[src/rtl/fechadura_senha.sv]
// rtl/fechadura_senha.sv - code-lock controller fed by a 4-bit digit register
//
// Collects N_DIGITOS digits delivered on Dado/Pronto, re-arming the upstream
// register through HabReg after each capture, and compares the entry against
// SENHA. A correct code opens the lock (Aberto) for T_ABERTO cycles; a wrong
// code pulses Erro; MAX_ERROS consecutive failures hold Bloqueado for
// T_BLOQUEIO cycles.
//
// Ports:
//   clk        in   system clock, rising edge
//   rst        in   synchronous reset, active-low
//   Dado       in   digit from the register output
//   Pronto     in   digit valid, from the register done flag
//   Limpar     in   discard the partial entry
//   HabReg     out  enable to the register; 0 re-arms it
//   Aberto     out  correct code, lock open
//   Erro       out  one-cycle pulse on a wrong code
//   Bloqueado  out  lockout active
//   Digitos    out  digits captured so far
module fechadura_senha #(
    parameter int                     N_DIGITOS  = 4,
    parameter logic [4*N_DIGITOS-1:0] SENHA      = 16'h1234,
    parameter int                     MAX_ERROS  = 3,
    parameter int                     T_ABERTO   = 8,
    parameter int                     T_BLOQUEIO = 32
) (
    input  logic                             clk,
    input  logic                             rst,
    input  logic [3:0]                       Dado,
    input  logic                             Pronto,
    input  logic                             Limpar,
    output logic                             HabReg,
    output logic                             Aberto,
    output logic                             Erro,
    output logic                             Bloqueado,
    output logic [$clog2(N_DIGITOS+1)-1:0]   Digitos
);

    localparam int BW    = 4 * N_DIGITOS;
    localparam int CW    = $clog2(N_DIGITOS + 1);
    localparam int EW    = $clog2(MAX_ERROS + 1);
    localparam int T_MAX = (T_ABERTO > T_BLOQUEIO) ? T_ABERTO : T_BLOQUEIO;
    localparam int TW    = $clog2(T_MAX + 1);

    typedef enum logic [2:0] {
        S_LIBERA,
        S_COLETA,
        S_VERIFICA,
        S_ABERTO,
        S_ERRO,
        S_BLOQUEIO
    } state_t;

    state_t          state, state_n;
    logic [CW-1:0]   count, count_n;
    logic [BW-1:0]   buffer, buffer_n;
    logic [EW-1:0]   err, err_n;
    logic [TW-1:0]   timer, timer_n;

    always_comb begin
        state_n  = state;
        count_n  = count;
        buffer_n = buffer;
        err_n    = err;
        timer_n  = timer;

        case (state)
            S_LIBERA: begin
                if (Limpar) begin
                    count_n  = '0;
                    buffer_n = '0;
                    state_n  = S_LIBERA;
                end else if (count == CW'(N_DIGITOS)) begin
                    state_n = S_VERIFICA;
                end else begin
                    state_n = S_COLETA;
                end
            end
            S_COLETA: begin
                // Limpar has priority over a digit arriving in the same cycle
                if (Limpar) begin
                    count_n  = '0;
                    buffer_n = '0;
                    state_n  = S_LIBERA;
                end else if (Pronto) begin
                    buffer_n = BW'({buffer, Dado});
                    count_n  = count + 1'b1;
                    state_n  = S_LIBERA;
                end
            end
            S_VERIFICA: begin
                count_n  = '0;
                buffer_n = '0;
                if (buffer == SENHA) begin
                    err_n   = '0;
                    timer_n = TW'(T_ABERTO - 1);
                    state_n = S_ABERTO;
                end else if (({1'b0, err} + 1'b1) == (EW+1)'(MAX_ERROS)) begin
                    // counter parks at MAX_ERROS for the whole lockout
                    err_n   = EW'(MAX_ERROS);
                    timer_n = TW'(T_BLOQUEIO - 1);
                    state_n = S_BLOQUEIO;
                end else begin
                    err_n   = err + 1'b1;
                    state_n = S_ERRO;
                end
            end
            S_ABERTO: begin
                if (timer == '0) begin
                    state_n = S_LIBERA;
                end else begin
                    timer_n = timer - 1'b1;
                end
            end
            S_ERRO: begin
                state_n = S_LIBERA;
            end
            S_BLOQUEIO: begin
                if (timer == '0) begin
                    err_n   = '0;
                    state_n = S_LIBERA;
                end else begin
                    timer_n = timer - 1'b1;
                end
            end
            default: begin
                state_n = S_LIBERA;
            end
        endcase
    end

    // Outputs are registered from the next state so they line up with state.
    always_ff @(posedge clk) begin
        if (!rst) begin
            state     <= S_LIBERA;
            count     <= '0;
            buffer    <= '0;
            err       <= '0;
            timer     <= '0;
            HabReg    <= 1'b0;
            Aberto    <= 1'b0;
            Erro      <= 1'b0;
            Bloqueado <= 1'b0;
        end else begin
            state     <= state_n;
            count     <= count_n;
            buffer    <= buffer_n;
            err       <= err_n;
            timer     <= timer_n;
            HabReg    <= (state_n == S_COLETA);
            Aberto    <= (state_n == S_ABERTO);
            Erro      <= (state_n == S_ERRO);
            Bloqueado <= (state_n == S_BLOQUEIO);
        end
    end

    assign Digitos = count;

endmodule

[config.mk]
export PLATFORM = sky130hd
export DESIGN_NAME = fechadura_senha
export DESIGN_NICKNAME = d
export VERILOG_FILES = /design/src/rtl/fechadura_senha.sv
export SDC_FILE = /design/constraint.sdc
export NUM_CORES = 1
export LEC_CHECK = 0
export CAP_MARGIN = 20
export CORE_AREA = 2 2 47 66
export CTS_CLUSTER_DIAMETER = 80
export DETAILED_ROUTE_END_ITERATION = 8
export DIE_AREA = 0 0 49 68
export GPL_TIMING_DRIVEN = 0
export PLACE_DENSITY_LB_ADDON = 0.2
export SLEW_MARGIN = 30
export SYNTH_ARGS = -nofsm -noshare
export SYNTH_HDL_FRONTEND = slang
export SYNTH_SLANG_ARGS = --single-unit
[constraint.sdc]
create_clock -name clk -period 3.7 [get_ports clk]
set_input_delay 1.11 -clock clk [delete_from_list [all_inputs] [get_ports clk]]
set_output_delay 1.11 -clock clk [all_outputs]
set_load 0.005 [all_outputs]
==> results of run 1 <==
==> worst reg2reg max path: cells and delay by family (launching register included) <==
family                 cells  cell delay, ns
buffers and inverters      2            0.58
DFF                        1            0.38
and+or+nand+nor            2            0.39
AOI/OAI and AO/OA          2            0.38
==> power breakdown <==
part	internal [uW]	total, uW	leakage [uW]	switching, uW
registers	370	374	0.000275	4.12
logic	18.8	43.4	0.000368	24.6
clock network	215	343	0.0000573	128
==> area by class of cell <==
type                       instances  area share [%]
clock buffer                       6            4.39
multi-input combinational        138            43.2
inverter                           9            1.80
timing repair buffer              14            7.46
buffer                             9            2.86
sequential                        34            36.2
tap                               37            2.46
clock inverter                     1            1.60
==> registers in the layout, summed over array words and instances, names as in the netlist <==
signal / count
Aberto: 1
Bloqueado: 1
Digitos: 3
Erro: 1
HabReg: 1
buffer: 16
err: 2
state: 3
timer: 6
==> kinds of logic (layout without fill, tap and decap cells) <==
family          Yosys count  after routing  synth area share, %
compound gates           46             46                 19.9
xor+xnor                  4              4                 2.22
mux                       1              1                0.713
buf+inv                  18             39                 5.54
simple gates             82             82                 24.6
fa+ha+maj                 5              5                 3.96
flops                    34             34                 43.1
==> worst paths after layout <==
path / startpoint / to / cells after the start
max: Pronto / buffer[3] / 6
max reg2reg: state[0] / Digitos[0] / 6
min: buffer[4] / buffer[8] / 2
min reg2reg: buffer[4] / buffer[8] / 2
==> per-stage QoR <==
| stage | hold WS, ns | area, um^2 |
|---|---|---|
| floorplan | 0.432 | 1580 |
| CTS | 0.470 | 1880 |
| global route | 0.490 | 1880 |
| finish | 0.468 | 1880 |
| detailed placement | 0.460 | 1770 |
| global placement | 0.445 | 1770 |
==> layout by cell type, fill, tap and decap left out, types with 2 or more instances in the layout <==
cell,n
nor2_1,13
clkbuf_1,3
nand3b_1,2
ha_1,5
xor2_1,2
inv_1,9
dfxtp_1,34
buf_2,4
and2_1,3
o31ai_1,3
o211ai_1,2
xnor2_1,2
nor3_1,3
nand2_1,47
or4_1,2
o21ai_0,7
nor4b_1,3
nand3_1,3
a21oi_1,21
buf_6,2
clkbuf_8,6
clkdlybuf4s50_1,14
a31oi_1,2
==> per-layer routing <==
layer / global-route usage, % / vias up / wire length (um)
li1: - / 695 / -
met1: 21.6 / 659 / 1300
met2: 46.6 / 21 / 1890
met3: 6.11 / 8 / 98
met4: 10.7 / 0 / 68
met5: 0 / - / 0
==> impl_metrics.ini, run 1 <==
[timing]
fin_crit_ns = 2.52
min_period_over_period_pct = 68.1
finClkSkew_ns = 0.00707
rsz0062_at_grt = false
tightest_slew_ns = 0.460
finalSetupTns_ns = 0
drv_slew = 0
hold_viol = 0
max-slew-margin-rel_pct = 69.1
fmax_ghz = 0.397
fin_ws_ns = 1.18
finalSetupViolCount = 0

[run_status]
status = finished clean

[clocking]
clockBufferDepth = 2
clk_latency_ns = 0.29
cts-root-buf = clkbuf_8
cts_tree = done
clk_pin_slew_worst_paths_ns = 0.06
hold_buffers = 0
cts_buffers = 5
post-cts-setup-buffer-count = 0
cts.sinks = 34
h-tree-depth = 2
cts_resized = 0

[floorplan]
core_mm2 = 0.00279
io_pins = 15
die_w_um = 49
fp.dieH_um = 68
die_area_mm2 = 0.00333
start_util_pct = 56.6
rows = 23

[yosys]
ys_top_cells_by_area = dfxtp_1 43%, nand2_1 11%, a21oi_1 6.7%
syn_area_per_cell_um2 = 8.32
ys_types = 39
netlist_area_mm2 = 0.00158
yosysWarnings = 0
synth_most_common_cell = nand2_1
netlist.area_leader.share_pct = 43.1
synth_top_area_cell = dfxtp_1
syn-instance-count = 190
async_reset_ff_share_pct = 0
synth_fp_nets = 203
ys.flop_type = dfxtp_1
ys_top_cells_by_count = 47 x nand2_1, 34 x dfxtp_1, 21 x a21oi_1
ys_ff_latch = 34
synth_edf_count = 0
ys_seq_area_share_pct = 43.1

[grt]
grt_usage_pct = 23.1
grt_max_degree = 11
antenna_found_initial = 0
grt-ovfl-total = 0
grt_pass1_wl_um = 5890
first_global_vias = 1400

[place]
hpwl_um = 2480
place_ws_ns = 0.899
gp_congestion = 0.870
io_buffers = 14
dp.cells = 241

[worst_setup_path]
critPathBufInv = 2
crit_path_top_delay_cell = clkdlybuf4s50_1
worstPathArrival_ns = 2.73
reg2reg_slack_ns = 1.85
path_common_cell = nand2_1
worstPathCellList = clkdlybuf4s50_1 > a211o_1 > nand2_1 > clkbuf_1 > nand2_1 > a21oi_1
cpPeakStageDelay_ns = 0.44
path_delay_family = buffers and inverters
endpoint_kind = flop
crit_fanout = 10
startpoint_type = input pin
crit_required_ns = 3.92
worstSetupPathType = input pin to flop

[job]
drv_cap = 0

[final_layout]
fin_cells = 248
fillers = 241
nets = 224
multi_input_area_um2 = 812
antenna_cells = 0
layout-drive-gt1-share_pct = 9.00
fin_util_pct = 67.3
syn2layout_area_growth_pct = 18.9
seqCellArea_um2 = 681

[route]
num_vias = 1383
detail_route.wl_per_cell_um = 13.5
drt_iter0_markers = 24
dr.pass1.iters = 4
antenna_left = 0
drc = 0
vias_per_cell = 5.58
routed_wl_um = 3360

[power]
vdd_drop_max_uv = 355
power.total_uw = 761
leakage_uw = 0.000700
powerDensity_mw_per_mm2 = 405

[min_path]
min_path_type = flop to flop
Note: power is estimated with default switching activity, not from simulation.
==> inputs of run 2 (changes only) <==
- CORE_AREA: 2 2 47 66 -> 2 2 51 72
- DIE_AREA: 0 0 49 68 -> 0 0 53 74
- clock period: 3.7 -> 2.2 ns (I/O delays scaled with it)
==> impl_metrics.ini, run 2 (synthesized netlist as in run 1, its figures left out) <==
[worst_setup_path]
path_delay_family = buffers and inverters
critPathBufInv = 3
crit_required_ns = 2.35
worstSetupPathType = input pin to flop
startpoint_type = input pin
worstPathCellList = clkdlybuf4s50_1 > a211o_1 > and2_1 > buf_2 > buf_2 > nand2_1 > a21oi_1
crit_path_top_delay_cell = clkdlybuf4s50_1
cpPeakStageDelay_ns = 0.45
path_common_cell = buf_2
worstPathArrival_ns = 2.10
crit_fanout = 10
endpoint_kind = flop

[place]
place_ws_ns = -0.177
hpwl_um = 2420
dp.cells = 244
place_area_mm2 = 0.00177
io_buffers = 14
gp_congestion = 0.779

[timing]
fin_crit_ns = 1.95
finClkSkew_ns = 0.00378
hold_viol = 0
drv_slew = 0
fmax_ghz = 0.513
max-slew-margin-rel_pct = 63.5
min_period_over_period_pct = 88.6
rsz0062_at_grt = false
finalSetupViolCount = 0
fin_ws_ns = 0.250
tightest_slew_ns = 0.547

[route]
routed_wl_um = 3210
antenna_left = 0
vias_per_cell = 5.44
detail_route.wl_per_cell_um = 12.9
drc = 0
drt_iter0_markers = 25
dr.pass1.iters = 4
num_vias = 1359

[final_layout]
seqCellArea_um2 = 681
antenna_cells = 0
largest_registers = buffer: 16 flops, timer: 6 flops
fin_cells = 250
design_area_mm2 = 0.00184
fillers = 311
nets = 223
top_register = buffer
fin_util_pct = 56.1
syn2layout_area_growth_pct = 16.6
largest_reg_flops = 16
multi_input_area_um2 = 812
layout-drive-gt1-share_pct = 8.10
final_common_cell = nand2_1
mostFrequentLayoutCells = 47 x nand2_1, 34 x dfxtp_1, 21 x a21oi_1

[clocking]
cts-root-buf = clkbuf_8
clockBufferDepth = 2
cts_buffers = 5
post-cts-setup-buffer-count = 0
hold_buffers = 0
clk_latency_ns = 0.28
h-tree-depth = 2
clk_pin_slew_worst_paths_ns = 0.06
cts.sinks = 34
cts_tree = done

[grt]
antenna_found_initial = 0
grt_pass1_wl_um = 5650
first_global_vias = 1352
grt_max_degree = 11
grt_usage_pct = 19.9
grt-ovfl-total = 0

[job]
drv_cap = 0

[power]
powerDensity_mw_per_mm2 = 608
leakage_uw = 0.000680
vdd_drop_max_uv = 480
power.total_uw = 1120

[run_status]
status = finished clean

[floorplan]
core_mm2 = 0.00328
die_area_mm2 = 0.00392
die_w_um = 53
rows = 25
io_pins = 15
start_util_pct = 48.1
fp.dieH_um = 74

[min_path]
min_path_type = flop to flop
-- run 2: what timing repair did --
| item | in CTS | in global routing |
|---|---|---|
| endpoints found under the hold margin | 0 | 0 |
| setup endpoints to repair | 0 | 4 |
| resized for setup | 0 | 0 |
-- run 2: metrics by stage --
step                      setup TNS (ns)  hold slack, ns
final                                  0           0.466
after global routing                   0           0.478
after global placement            -0.799           0.444
after CTS                              0           0.467
after floorplan                        0           0.432
after detailed placement           -1.48           0.452
-- run 2: power by group --
part,switching [uW],total [uW],leakage (uW),internal (uW)
Sequential,6.96,630,0.000275,623
Clock,202,419,0.0000383,218
Combinational,39.8,71.1,0.000367,31.2
Total,248,1120,0.000680,872
-- run 2: area by class of cell --
type	count	share of cell area, %
multi-input cells	138	44.1
flip-flops and latches	34	36.9
repair buffers	14	7.60
clock buffers	7	4.14
plain buffers	8	2.72
well taps	40	2.72
inverters	9	1.83
-- run 2: worst min-delay path, cell delays in order, from the launching register on --
cell,delay [ns]
dfxtp_1,0.31
nand2_1,0.05
a21oi_1,0.05
-- run 2: path summary, 6_finish.rpt --
kind                   start    endpoint  slack, ns  depth (start not counted)
hold reg to reg   buffer[12]  buffer[12]       0.47                          2
setup reg to reg    state[1]    timer[3]       0.39                          6
hold / removal    buffer[12]  buffer[12]       0.47                          2
setup / recovery      Pronto   buffer[8]       0.25                          7
-- run 2: per-layer routing --
metal,vias to the layer above,track usage [%],wire [um],share of wire (%)
met5,-,0,0,0
met4,0,13.7,75,2.3
met3,9,5.02,95,3.0
met2,31,34.9,1760,55
met1,626,20.4,1290,40
li1,693,-,-,-
==> inputs of run 3 (changes only) <==
- GPL_TIMING_DRIVEN: 0 -> 1
==> impl_metrics.ini, run 3 (synthesized netlist as in run 1, its figures left out) <==
[final_layout]
layout-drive-gt1-share_pct = 7.28
top_register = buffer
syn2layout_area_growth_pct = 15.4
antenna_cells = 0
nets = 219
mostFrequentLayoutCells = 47 x nand2_1, 34 x dfxtp_1, 21 x a21oi_1
final_common_cell = nand2_1
largest_reg_flops = 16
largest_registers = buffer: 16 flops, timer: 6 flops

[power]
powerDensity_mw_per_mm2 = 615
p_comb_share_pct = 6.1
pwr-share-seq_pct = 56.3
vdd_drop_max_uv = 513
p_clk_share_pct = 37.5
leakage_uw = 0.000665
p_sw_share_pct = 22.2
switchingPower_uw = 249
p_int_uw = 873

[worst_setup_path]
startpoint_type = flop
worstSetupPathType = flop to flop
r2r_end = timer[3]
r2r_start = state[2]
crit_required_ns = 2.43
reg2reg_slack_ns = 0.29
crit_fanout = 10
endpoint_kind = flop
worst-r2r-cell-count = 5
worstPathArrival_ns = 2.14

[timing]
hold_viol = 0
drv_slew = 0
finClkSkew_ns = 0.00470
finalSetupViolCount = 0
min_period_over_period_pct = 86.7
fmax_ghz = 0.524
max-slew-margin-rel_pct = 68.0
tightest_slew_ns = 0.480
fin_crit_ns = 1.91
finalSetupTns_ns = 0
rsz0062_at_grt = false
holdWs_ns = 0.463

[clocking]
cts_buffers = 5
cts.sinks = 34
post-cts-setup-buffer-count = 0
clk_pin_slew_worst_paths_ns = 0.06
clockBufferDepth = 2
h-tree-depth = 2
hold_buffers = 0
cts_resized = 0
cts_tree = done
clk_latency_ns = 0.28
cts-root-buf = clkbuf_8

[min_path]
hold_path_end = buffer[15]
min_path_type = flop to flop
worstHoldStart = buffer[15]
whs_path_depth = 2

[floorplan]
start_util_pct = 48.1
core_mm2 = 0.00328
io_pins = 15
fp.dieH_um = 74
die_area_mm2 = 0.00392
die_w_um = 53
rows = 25

[place]
gp_congestion = 0.747
io_buffers = 14
hpwl_um = 2430

[route]
drc = 0
antenna_left = 0
drt_iter0_markers = 44
vias_per_cell = 5.58
routed_wl_um = 3290
num_vias = 1372
dr.pass1.iters = 4
detail_route.wl_per_cell_um = 13.4

[grt]
first_global_vias = 1364
grt_max_degree = 20
antenna_found_initial = 0
grt-ovfl-total = 0
grt_usage_pct = 19.8
grt_pass1_wl_um = 5710

[run_status]
status = finished clean

[job]
drv_cap = 0
## run 3: cell types whose count changed in the layout (fill, tap and decap cells not counted), sizes merged
cell	delta
buf	-2
clkbuf	-2
## run 3: critical path, stage by stage, from the launching register on
cell	delay (ns)
dfxtp_1	0.59
xor2_1	0.21
and2_1	0.24
mux2_2	0.35
or4_1	0.40
nand2_1	0.06
## run 3: layout make-up
cell class,instances,area (um^2)
inverter,9,33.8
multi-input combinational,138,812
fill,311,1460
timing repair buffer,18,170
sequential,34,681
tap,40,50.0
clock buffer,7,76.3
## run 3: how the worst max path moves through the flow
stage	startpoint	to	slack (ns)
after detailed placement	Pronto	buffer[11]	0.12
after CTS	Digitos[0]	Digitos[0]	0.32
after global routing	state[2]	timer[3]	0.19
final	state[2]	timer[3]	0.29
after floorplan	Pronto	buffer[3]	0.54
after global placement	Pronto	buffer[1]	0.16
## run 3: through the flow
stage / std cells / power (uW) / setup slack [ns] / cell area [um^2] / util [%]
after floorplan: 190 / 683 / 0.538 / 1580 / -
after global placement: 239 / 713 / 0.163 / 1750 / 53.2
after detailed placement: 239 / 715 / 0.121 / 1750 / 53.2
after CTS: 246 / 1130 / 0.324 / 1820 / 55.5
after global routing: 246 / 1170 / 0.191 / 1820 / 55.5
final: 246 / 1120 / 0.292 / 1820 / 55.5
## run 3: power groups by stage
| stage | sequential [uW] | combinational [uW] | clock (uW) |
|---|---|---|---|
| detailed placement | 645 | 69.3 | 0 |
| floorplan | 642 | 40.9 | 0 |
| global placement | 645 | 68.0 | 0 |
| global route | 633 | 77.4 | 463 |
| CTS | 632 | 69.4 | 433 |
| finish | 632 | 68.8 | 421 |
## run 3: per-layer routing
metal | vias up | share of wire, % | GRT usage (%)
li1 | 685 | - | -
met1 | 642 | 39 | 19.2
met2 | 34 | 53 | 36.4
met3 | 11 | 4.5 | 5.02
met4 | 0 | 3.2 | 12.3
met5 | - | 0 | 0
